### src/rtl/fifo_umbrales.sv
// Single-clock 8-deep FIFO with live-programmable low/high occupancy thresholds.
// Feeds one bit of the bank controller's empty_fifos vector and its pause/resume flags.
module fifo_umbrales #(
  parameter int DATA_WIDTH = 6,
  parameter int ADDR_WIDTH = 3
) (
  input  logic                  clk,
  input  logic                  reset,
  input  logic                  push,
  input  logic [DATA_WIDTH-1:0] data_in,
  input  logic                  pop,
  input  logic [7:0]            umbral_bajo,
  input  logic [7:0]            umbral_alto,
  output logic [DATA_WIDTH-1:0] data_out,
  output logic                  valid_out,
  output logic [ADDR_WIDTH:0]   count,
  output logic                  empty,
  output logic                  full,
  output logic                  almost_empty,
  output logic                  almost_full,
  output logic                  error
);

  localparam int DEPTH = 2 ** ADDR_WIDTH;
  localparam logic [ADDR_WIDTH:0]   FULL_COUNT = {1'b1, {ADDR_WIDTH{1'b0}}};
  localparam logic [ADDR_WIDTH-1:0] PTR_ONE    = ADDR_WIDTH'(1);
  localparam logic [ADDR_WIDTH:0]   CNT_ONE    = (ADDR_WIDTH + 1)'(1);

  logic [DATA_WIDTH-1:0] mem [DEPTH];
  logic [ADDR_WIDTH-1:0] wr_ptr;
  logic [ADDR_WIDTH-1:0] rd_ptr;
  logic                  pop_ok;
  logic                  push_ok;
  logic [7:0]            count_ext;

  assign empty   = (count == '0);
  assign full    = (count == FULL_COUNT);
  assign pop_ok  = pop && !empty;
  // When full, a simultaneous pop frees rd_ptr's slot, which equals wr_ptr.
  assign push_ok = push && (!full || pop_ok);

  assign count_ext    = 8'(count);
  assign almost_empty = (count_ext <= umbral_bajo);
  assign almost_full  = (count_ext >= umbral_alto);

  // NOTE: storage has no reset; stale words are unreachable once the pointers clear.
  always_ff @(posedge clk) begin
    if (push_ok) mem[wr_ptr] <= data_in;
  end

  // NOTE: non-blocking assignments let mem[rd_ptr] be read before a same-edge overwrite.
  always_ff @(posedge clk or negedge reset) begin
    if (!reset) begin
      wr_ptr    <= '0;
      rd_ptr    <= '0;
      count     <= '0;
      data_out  <= '0;
      valid_out <= 1'b0;
      error     <= 1'b0;
    end else begin
      valid_out <= pop_ok;
      if (pop_ok) begin
        data_out <= mem[rd_ptr];
        rd_ptr   <= rd_ptr + PTR_ONE;
      end
      if (push_ok) wr_ptr <= wr_ptr + PTR_ONE;
      case ({push_ok, pop_ok})
        2'b10:   count <= count + CNT_ONE;
        2'b01:   count <= count - CNT_ONE;
        default: count <= count;
      endcase
      if ((push && !push_ok) || (pop && !pop_ok)) error <= 1'b1;
    end
  end

endmodule

### config.mk
export PLATFORM = sky130hd
export DESIGN_NAME = fifo_umbrales
export DESIGN_NICKNAME = d
export VERILOG_FILES = /design/src/rtl/fifo_umbrales.sv
export SDC_FILE = /design/constraint.sdc
export NUM_CORES = 1
export LEC_CHECK = 0
export BUFFER_PORTS_ARGS = -buffer_cell sky130_fd_sc_hd__buf_2
export CAP_MARGIN = 30
export CORE_MARGIN = 5
export CORE_UTILIZATION = 56
export DETAILED_ROUTE_END_ITERATION = 7
export GPL_ROUTABILITY_DRIVEN = 0
export PLACE_DENSITY = 0.84
export SYNTH_ARGS = -nofsm -noshare
export SYNTH_HDL_FRONTEND = slang
export SYNTH_SLANG_ARGS = --single-unit
export TNS_END_PERCENT = 10
### constraint.sdc
create_clock -name clk -period 2.75 [get_ports clk]
set_input_delay 0.4125 -clock clk [delete_from_list [all_inputs] [get_ports clk]]
set_output_delay 0.4125 -clock clk [all_outputs]
set_load 0.02 [all_outputs]
==> flow_summary.toml, run 1 <==
[outcome]
status = "finished, violations left"
violations = "hold timing"

[timing]
rsz0062_at_grt = "no"
period_needed_ns = 2.48
setup_viol = 0
fin_skew_ns = 0.0129
fin_crit_sh = 0.902
tightest_slew_ns = 0.985
slew_headroom = 0.338
report.final.slew_viol_count = 0
max_freq_mhz = 403
tns_ns = 0
holdWs_ns = -0.000575
hold_viol = 1

[setup_path]
critPathMostFrequentCell = "inv_1"
cp_top_family = "simple AND/OR/NAND/NOR gates"
crit_required_ns = 3.01
crit_type = "flip-flop to flip-flop"
worstSetupEndpointType = "flip-flop"
cp_slowest_stage_delay_ns = 0.44
crit_arrival_ns = 2.74
start_kind = "flip-flop"
cp_max_fo = 6
path_cells = "or3_1, o21ai_4, inv_1, nand2_1, inv_1, ha_1, or2_2, a21oi_1, mux2_2, nand3_1"
critPathSlowestCell = "dfrtp_1"
cp_num_buf_inv = 2

[synth]
syn_avg_cell_area_um2 = 14.1
yosysTopAreaCell = "edfxtp_1"
synthXorXnorAreaFrac = 0.0203
syn_nets = 253
synth-async-reset-ratio = 0.273
synth_top_family_by_area = "multiplexers"
synth_edf_count = 48
yosys_warnings = 0
yosys.area_share.simple = 0.0722
synth_compound_area_frac = 0.0880
seq_area_frac_synth = 0.627
synthAdderAreaFrac = 0.0564
synthMuxAreaShare = 0.100
synth-seq-cells = 66
yosysTopAreaCellShare = 0.478
synth_cell_types = 38
ys.flop_type = "edfxtp_1"
syn_inst = 214
synth_area_leaders = "edfxtp_1 48%, dfrtp_1 15%, mux2_2 5.2%"
mappedNetlistArea_um2 = 3020

[die]
fp.coreArea_um2 = 5170
die_area_um2 = 6950
die_y_um = 83.4
fp.dieW_um = 83.4
rows = 26
io_pins = 42
initial_core_util = 0.583

[clock_tree]
cts.sinks = 66
cts_max_level = 3
ctsResizeCount = 0
cts_tree = "built"
cts_buffer_depth = 2
clk_latency_ns = 0.33
post_cts_buffers = 0
cts-hold-fix-buffers = 0
root_buffer = "clkbuf_8"
cts_buffers = 9
cts.clk_slew.worst_paths_ns = 0.08

[finish]
seq_area_um2 = 1890
final_layout_size_suffix_gt1_frac = 0.303
fin_area_um2 = 3510
nets = 306
multiInputGateArea_um2 = 1020
synthToLayoutAreaGrowth_pct = 16.4
n_antenna_cell = 0
nFillCells = 367

[placed_design]
dpl.hpwl_mm = 4.03
port_buffers = 41
place_area_um2 = 3300

[min_path]
hold_path_class = "input pin to async pin"

[global_route]
grt_pass1_vias = 1882
grt_usage = 0.167
grt-ovfl-total = 0
grt_max_degree = 19
antenna_found_initial = 0
grt_pass1_wl_mm = 9.00

[power_and_ir_drop]
peakVddDrop_mv = 0.619
finalPower_mw = 3.68
p_per_area_nw_per_um2 = 1050
cellLeakagePower_nw = 1.44

[drt]
wirelength_met1_mm = 2.15
drtIter0Drc = 130
maxUsedRoutingLayer = "met4"
avgViaCountPerCell = 5.45
post_drt_wl_per_cell_um = 15.8
met3_length_um = 379
wl_met2_mm = 2.82
num_vias = 1860
final_antenna_net_count = 0
drc = 0
wl_mm = 5.40
first_pass_iters = 4

[flow_run]
maxCapViolCount = 0
[cell usage after synthesis, types with 4 or more instances]
| cell type | n |
|---|---|
| a221o_1 | 6 |
| mux2_2 | 14 |
| nand2_1 | 19 |
| mux2i_1 | 13 |
| edfxtp_1 | 48 |
| o21ai_1 | 4 |
| nor3_1 | 4 |
| inv_1 | 13 |
| nand2b_1 | 4 |
| xnor2_1 | 6 |
| dfrtp_1 | 18 |
| o21ai_0 | 4 |
| nor2_1 | 8 |
| ha_1 | 12 |
| o22ai_1 | 6 |
[logic make-up after synthesis]
logic type               count (synthesis)
flip-flops                              66
AND/OR/NAND/NOR                         47
AO/OA/AOI/OAI                           34
multiplexers                            28
buffers and inverters                   19
adder cells (fa/ha/maj)                 13
XOR/XNOR                                 7
[metrics by stage]
stage | worst slack (ns) | hold slack (ns) | utilization | cells
global route | 0.152 | 0.0262 | 0.679 | 341
finish | 0.269 | -0.000575 | 0.679 | 341
global placement | 0.370 | 0.363 | 0.639 | 326
detailed placement | 0.277 | 0.376 | 0.639 | 326
floorplan | 0.140 | 0.117 | - | 214
CTS | 0.264 | 0.0165 | 0.679 | 341
[state kept, by name, summed over array words and instances, names as in the netlist]
signal,count
wr_ptr,3
rd_ptr,3
error,1
count,4
valid_out,1
mem,48
data_out,6
[placed cells by master (no fill, tap or decap), types with 4 or more instances in the layout]
cell	n
a221o_1	6
buf_2	41
buf_4	7
clkbuf_8	9
dfrtp_1	18
edfxtp_1	48
ha_1	12
inv_1	13
mux2_2	14
mux2i_1	13
nand2_1	19
nand2b_1	4
nor2_1	8
nor3_1	4
o21ai_0	4
o21ai_1	4
o22ai_1	6
xnor2_1	6
[layer usage]
layer / up-vias / track usage
met5: - / 0
met4: 0 / 0.0490
met3: 6 / 0.0554
met2: 49 / 0.279
met1: 904 / 0.205
li1: 901 / -
[final timing paths]
| kind | start | end | slack, ns | depth (start not counted) |
|---|---|---|---|---|
| min | reset | wr_ptr[0]$_DFFE_PN0P_ | -0.0006 | 1 |
| min reg2reg | error$_DFFE_PN0P_ | error$_DFFE_PN0P_ | 0.47 | 1 |
| max reg2reg | count[2]$_DFFE_PN0P_ | count[3]$_DFFE_PN0P_ | 0.27 | 10 |
| min in group clk | data_in[1] | mem[1][1]$_DFFE_PP_ | 0.36 | 1 |
| max | count[2]$_DFFE_PN0P_ | count[3]$_DFFE_PN0P_ | 0.27 | 10 |
| max in group asynchronous | reset | rd_ptr[1]$_DFFE_PN0P_ | 2.44 | 1 |
[power by group]
part	internal (mW)	total, mW	switching [mW]
clock	0.504	0.848	0.344
sequential	1.31	1.48	0.167
combinational	0.608	1.36	0.748
[final cells by class]
type / count / share of cell area
clock buffer: 10 / 0.0364
multi-input combinational: 129 / 0.290
timing repair buffer: 48 / 0.0734
inverter: 13 / 0.0139
tap: 70 / 0.0249
sequential: 66 / 0.539
clock inverter: 5 / 0.0228
No activity file was read; power rests on OpenSTA's default activity.
==> run 2: changes to the inputs <==
--- a/config.mk
+++ b/config.mk
@@ -7,8 +7,10 @@
 export LEC_CHECK = 0
 export BUFFER_PORTS_ARGS = -buffer_cell sky130_fd_sc_hd__buf_2
 export CAP_MARGIN = 30
+export CORE_ASPECT_RATIO = 2
 export CORE_MARGIN = 5
 export CORE_UTILIZATION = 56
+export CTS_CLUSTER_DIAMETER = 150
 export DETAILED_ROUTE_END_ITERATION = 7
 export GPL_ROUTABILITY_DRIVEN = 0
 export PLACE_DENSITY = 0.84
==> constraint.sdc (replaced) <==
create_clock -name clk -period 2.9 [get_ports clk]
set_input_delay 0.435 -clock clk [delete_from_list [all_inputs] [get_ports clk]]
set_output_delay 0.435 -clock clk [all_outputs]
set_load 0.02 [all_outputs]
==> run 2 against run 1 <==
Compared with the run above:
- the run now ends clean
- count of clock-buffer cells in the layout up 3
- sequential share of layout area is 0.39 points higher
- core utilization shrank 0.65 points
- critical path depth stayed put
- routed wire length grew 12%
- cell count is 2.6% lower
- combinational power fell by 5%
- critical path type unchanged
- largest cell class unchanged
- highest routed layer unchanged
==> flow_summary.toml, run 2 (synthesis gave the netlist of run 1 again) <==
[die]
die_area_um2 = 7040
rows = 37
die_y_um = 114
initial_core_util = 0.582
fp.coreArea_um2 = 5180
io_pins = 42
fp.dieW_um = 61.9

[finish]
mostFrequentLayoutCells = "48 x edfxtp_1, 41 x buf_2, 19 x nand2_1"
fin_area_um2 = 3490
final_layout_size_suffix_gt1_frac = 0.307
top_register = "mem"
nets = 308
stdcell_count = 332
nFillCells = 373
n_antenna_cell = 0
final_common_cell = "edfxtp_1"
largest_register_ffs = 48
top_regs = "mem x48, data_out x6, count x4"
synthToLayoutAreaGrowth_pct = 15.6

[timing]
slew_headroom = 0.537
max_freq_mhz = 396
setup_viol = 0
tightest_slew_ns = 0.692
hold_viol = 0
fin_crit_sh = 0.872
report.final.slew_viol_count = 0
rsz0062_at_grt = "no"
period_needed_ns = 2.53
tns_ns = 0
fin_skew_ns = 0.00714

[clock_tree]
cts.clk_slew.worst_paths_ns = 0.07
post_cts_buffers = 0
cts_tree = "built"
cts-hold-fix-buffers = 0
root_buffer = "clkbuf_8"
ctsResizeCount = 0
clk_latency_ns = 0.33
cts_max_level = 3
cts_buffer_depth = 2
cts.sinks = 66
cts_buffers = 9

[global_route]
grt-ovfl-total = 0
grt_pass1_wl_mm = 9.56
grt_usage = 0.196
grt_max_degree = 19
antenna_found_initial = 0
grt_pass1_vias = 2021

[setup_path]
timing.rr.start = "count[1]$_DFFE_PN0P_"
reg2reg_slack_ns = 0.37
cp_max_fo = 6
start_kind = "flip-flop"
crit_arrival_ns = 2.79
crit_required_ns = 3.17
crit_type = "flip-flop to flip-flop"
worstSetupEndpointType = "flip-flop"
cp-startpoint = "count[1]$_DFFE_PN0P_"

[placed_design]
place_inst = 316
dpl.hpwl_mm = 4.49
place_area_um2 = 3300
port_buffers = 41

[drt]
first_pass_iters = 6
post_drt_wl_per_cell_um = 18.1
wl_mm = 6.02
final_antenna_net_count = 0
avgViaCountPerCell = 5.81
num_vias = 1930
drtIter0Drc = 56
drc = 0

[power_and_ir_drop]
p_per_area_nw_per_um2 = 979
cellLeakagePower_nw = 1.45
peakVddDrop_mv = 0.709

[min_path]
hold_path_class = "input pin to async pin"

[outcome]
status = "finished clean"

[flow_run]
maxCapViolCount = 0
## run 2: worst paths after layout
kind	to	cells past startpoint
worst max-delay path	count[3]$_DFFE_PN0P_	10
worst min-delay path	wr_ptr[2]$_DFFE_PN0P_	1
worst max register to register	count[3]$_DFFE_PN0P_	10
worst min register to register	error$_DFFE_PN0P_	1
max in group asynchronous	data_out[1]$_DFFE_PN0P_	1
min in group clk	mem[5][1]$_DFFE_PP_	1
## run 2: cell type report
| cell class | instances | area (um2) | area share |
|---|---|---|---|
| clock buffers | 13 | 169 | 0.0485 |
| inverters | 13 | 48.8 | 0.0140 |
| multi-input cells | 129 | 1020 | 0.292 |
| repair buffers | 50 | 273 | 0.0782 |
| flip-flops and latches | 66 | 1890 | 0.543 |
| well taps | 58 | 72.6 | 0.0208 |
| clock inverters | 3 | 13.8 | 0.00395 |
## run 2: through the flow
step	utilization	hold slack [ns]	setup WS (ns)	total power, mW
after CTS	0.672	0.0473	0.366	3.44
after global routing	0.672	0.0489	0.235	3.64
final	0.672	0.0412	0.372	3.41
after floorplan	-	0.139	0.290	2.37
after global placement	0.637	0.394	0.456	2.70
after detailed placement	0.637	0.410	0.381	2.75
## run 2: per-layer routing
| layer | vias up | part of all wire | track usage |
|---|---|---|---|
| met5 | - | 0 | 0 |
| met1 | 924 | 0.32 | 0.183 |
| met2 | 83 | 0.59 | 0.360 |
| met3 | 15 | 0.050 | 0.0498 |
| met4 | 0 | 0.036 | 0.106 |
| li1 | 908 | - | - |
## run 2: critical path, cell delays in order, from the launching register on
cell	delay, ns
dfrtp_1	0.44
or3_1	0.46
o21ai_4	0.16
inv_1	0.10
nand2_1	0.10
inv_1	0.06
ha_1	0.30
or2_2	0.30
a21oi_1	0.15
mux2_2	0.34
nand3_1	0.06
## run 2: power by group
group | internal [mW] | switching (mW)
logic | 0.583 | 0.708
clock network | 0.375 | 0.309
registers | 1.24 | 0.199
total | 2.20 | 1.22
==> run 3: changes to the inputs <==
--- a/config.mk
+++ b/config.mk
@@ -5,7 +5,7 @@
 export SDC_FILE = /design/constraint.sdc
 export NUM_CORES = 1
 export LEC_CHECK = 0
-export BUFFER_PORTS_ARGS = -buffer_cell sky130_fd_sc_hd__buf_2
+export BUFFER_PORTS_ARGS = -buffer_cell sky130_fd_sc_hd__clkbuf_2
 export CAP_MARGIN = 30
 export CORE_ASPECT_RATIO = 2
 export CORE_MARGIN = 5
@@ -14,6 +14,7 @@
 export DETAILED_ROUTE_END_ITERATION = 7
 export GPL_ROUTABILITY_DRIVEN = 0
 export PLACE_DENSITY = 0.84
+export REMOVE_ABC_BUFFERS = 1
 export SYNTH_ARGS = -nofsm -noshare
 export SYNTH_HDL_FRONTEND = slang
 export SYNTH_SLANG_ARGS = --single-unit
==> constraint.sdc (replaced) <==
create_clock -name clk -period 2.7 [get_ports clk]
set_input_delay 0.405 -clock clk [delete_from_list [all_inputs] [get_ports clk]]
set_output_delay 0.405 -clock clk [all_outputs]
set_load 0.02 [all_outputs]
==> run 3 against run 2 <==
Compared with the run above:
- via count increased by 0.57%
- register-to-register slack got worse by 0.25 ns
- fmax decreased by 1.8%
- total power increased by 13%
- count of clock-buffer cells in the layout increased by 1
- clock skew decreased by 0.00098 ns
- largest power group unchanged
- clock power increased by 32%
- die area unchanged
- sequential power increased by 5%
- critical endpoint unchanged
- core utilization increased by 0.19 points
==> flow_summary.toml, run 3 (synthesis gave the netlist of run 1 again) <==
[clock_tree]
cts_max_level = 3
cts-hold-fix-buffers = 0
ctsResizeCount = 0
clk_latency_ns = 0.34
cts.sinks = 66
post_cts_buffers = 0
cts_buffer_depth = 2
cts.clk_slew.worst_paths_ns = 0.07
root_buffer = "clkbuf_8"
cts_buffers = 9
cts_tree = "built"

[finish]
top_regs = "mem x48, data_out x6, count x4"
nets = 306
mostFrequentLayoutCells = "48 x edfxtp_1, 41 x clkbuf_2, 19 x nand2_1"
top_register = "mem"
final_common_cell = "edfxtp_1"
stdcell_count = 330
synthToLayoutAreaGrowth_pct = 15.9
final_layout_size_suffix_gt1_frac = 0.294
largest_register_ffs = 48
n_antenna_cell = 0

[die]
initial_core_util = 0.582
io_pins = 42
die_area_um2 = 7040
fp.dieW_um = 61.9
fp.coreArea_um2 = 5180
die_y_um = 114
rows = 37

[global_route]
antenna_found_initial = 0
grt-ovfl-total = 0
grt_pass1_wl_mm = 10.1
grt_usage = 0.207
grt_pass1_vias = 2104
grt_max_degree = 27

[timing]
report.final.slew_viol_count = 0
max_freq_mhz = 388
fin_skew_ns = 0.00616
slew_headroom = 0.343
tns_ns = 0
setup_viol = 0
tightest_slew_ns = 0.978
period_needed_ns = 2.57
fin_crit_sh = 0.953
hold_viol = 0
rsz0062_at_grt = "no"

[placed_design]
dpl.hpwl_mm = 4.46
place_inst = 314
port_buffers = 41

[power_and_ir_drop]
combPwrFrac = 0.375
p_per_area_nw_per_um2 = 1100
p_sw_mw = 1.35
peakVddDrop_mv = 0.854
p_seq_frac = 0.392
switching_share = 0.352
cellLeakagePower_nw = 1.45
power_frac_clock = 0.234
p_int_mw = 2.50

[min_path]
hold_path_class = "input pin to async pin"

[drt]
post_drt_wl_per_cell_um = 19.7
wl_mm = 6.49
drtIter0Drc = 51
final_antenna_net_count = 0
first_pass_iters = 4
avgViaCountPerCell = 5.88
num_vias = 1941
drc = 0

[setup_path]
worstSetupEndpointType = "flip-flop"
critPathSlowestCell = "dfrtp_1"
cp_slowest_stage_delay_ns = 0.45
crit_required_ns = 2.97
path_cells = "or3_1, o21ai_4, inv_1, nand2_1, inv_1, ha_1, a211o_1, nand3_1, mux2_2, nand3_1"
start_kind = "flip-flop"
cp_top_family = "simple AND/OR/NAND/NOR gates"
cp_num_buf_inv = 2
crit_arrival_ns = 2.84
cp_max_fo = 6
crit_type = "flip-flop to flip-flop"

[flow_run]
maxCapViolCount = 0

[outcome]
status = "finished clean"
## run 3: changes by cell type in the layout (fill, tap and decap cells not counted), sizes merged
cell,delta
buf,-43
clkbuf,+42
clkinv,-3
bufinv,+2
## run 3: power groups by stage
stage	registers (mW)	clock network, mW	logic (mW)
final	1.51	0.901	1.44
after global placement	1.51	0	1.37
after floorplan	1.66	0	0.820
after detailed placement	1.52	0	1.43
after CTS	1.50	0.904	1.46
after global routing	1.53	0.956	1.58
## run 3: path summary, 6_finish.rpt
| kind | from | end | slack (ns) | cells past startpoint |
|---|---|---|---|---|
| max in group asynchronous | reset | count[3]$_DFFE_PN0P_ | 2.32 | 1 |
| hold reg to reg | data_out[4]$_DFFE_PN0P_ | data_out[4]$_DFFE_PN0P_ | 0.48 | 2 |
| setup reg to reg | count[2]$_DFFE_PN0P_ | count[3]$_DFFE_PN0P_ | 0.13 | 10 |
| min in group clk | data_in[2] | mem[6][2]$_DFFE_PP_ | 0.34 | 1 |
| hold / removal | reset | data_out[5]$_DFFE_PN0P_ | 0.03 | 1 |
| setup / recovery | count[2]$_DFFE_PN0P_ | count[3]$_DFFE_PN0P_ | 0.13 | 10 |
## run 3: cell type report
type / count / area [um2]
sequential: 66 / 1890
fill: 368 / 1690
multi-input combinational: 129 / 1020
timing repair buffer: 48 / 253
clock buffer: 14 / 153
tap: 58 / 72.6
clock inverter: 2 / 60.1
inverter: 13 / 48.8
## run 3: metal layers
layer	share of wire	global-route usage	vias to the layer above
li1	-	-	900
met1	0.34	0.205	932
met2	0.55	0.356	80
met3	0.052	0.0600	29
met4	0.052	0.130	0
met5	0	0	-
## run 3: through the flow
step           power (mW)  setup WS [ns]  area, um2  hold WS, ns   util
2_1_floorplan        2.48         -0.153       2960        0.109      -
3_3_place_gp         2.88          0.308       3270        0.395  0.631
4_1_cts              3.87          0.134       3500       0.0356  0.674
5_1_grt              4.06         0.0384       3500       0.0528  0.674
6_report             3.85          0.126       3500       0.0294  0.674
3_5_place_dp         2.95          0.201       3280        0.403  0.633
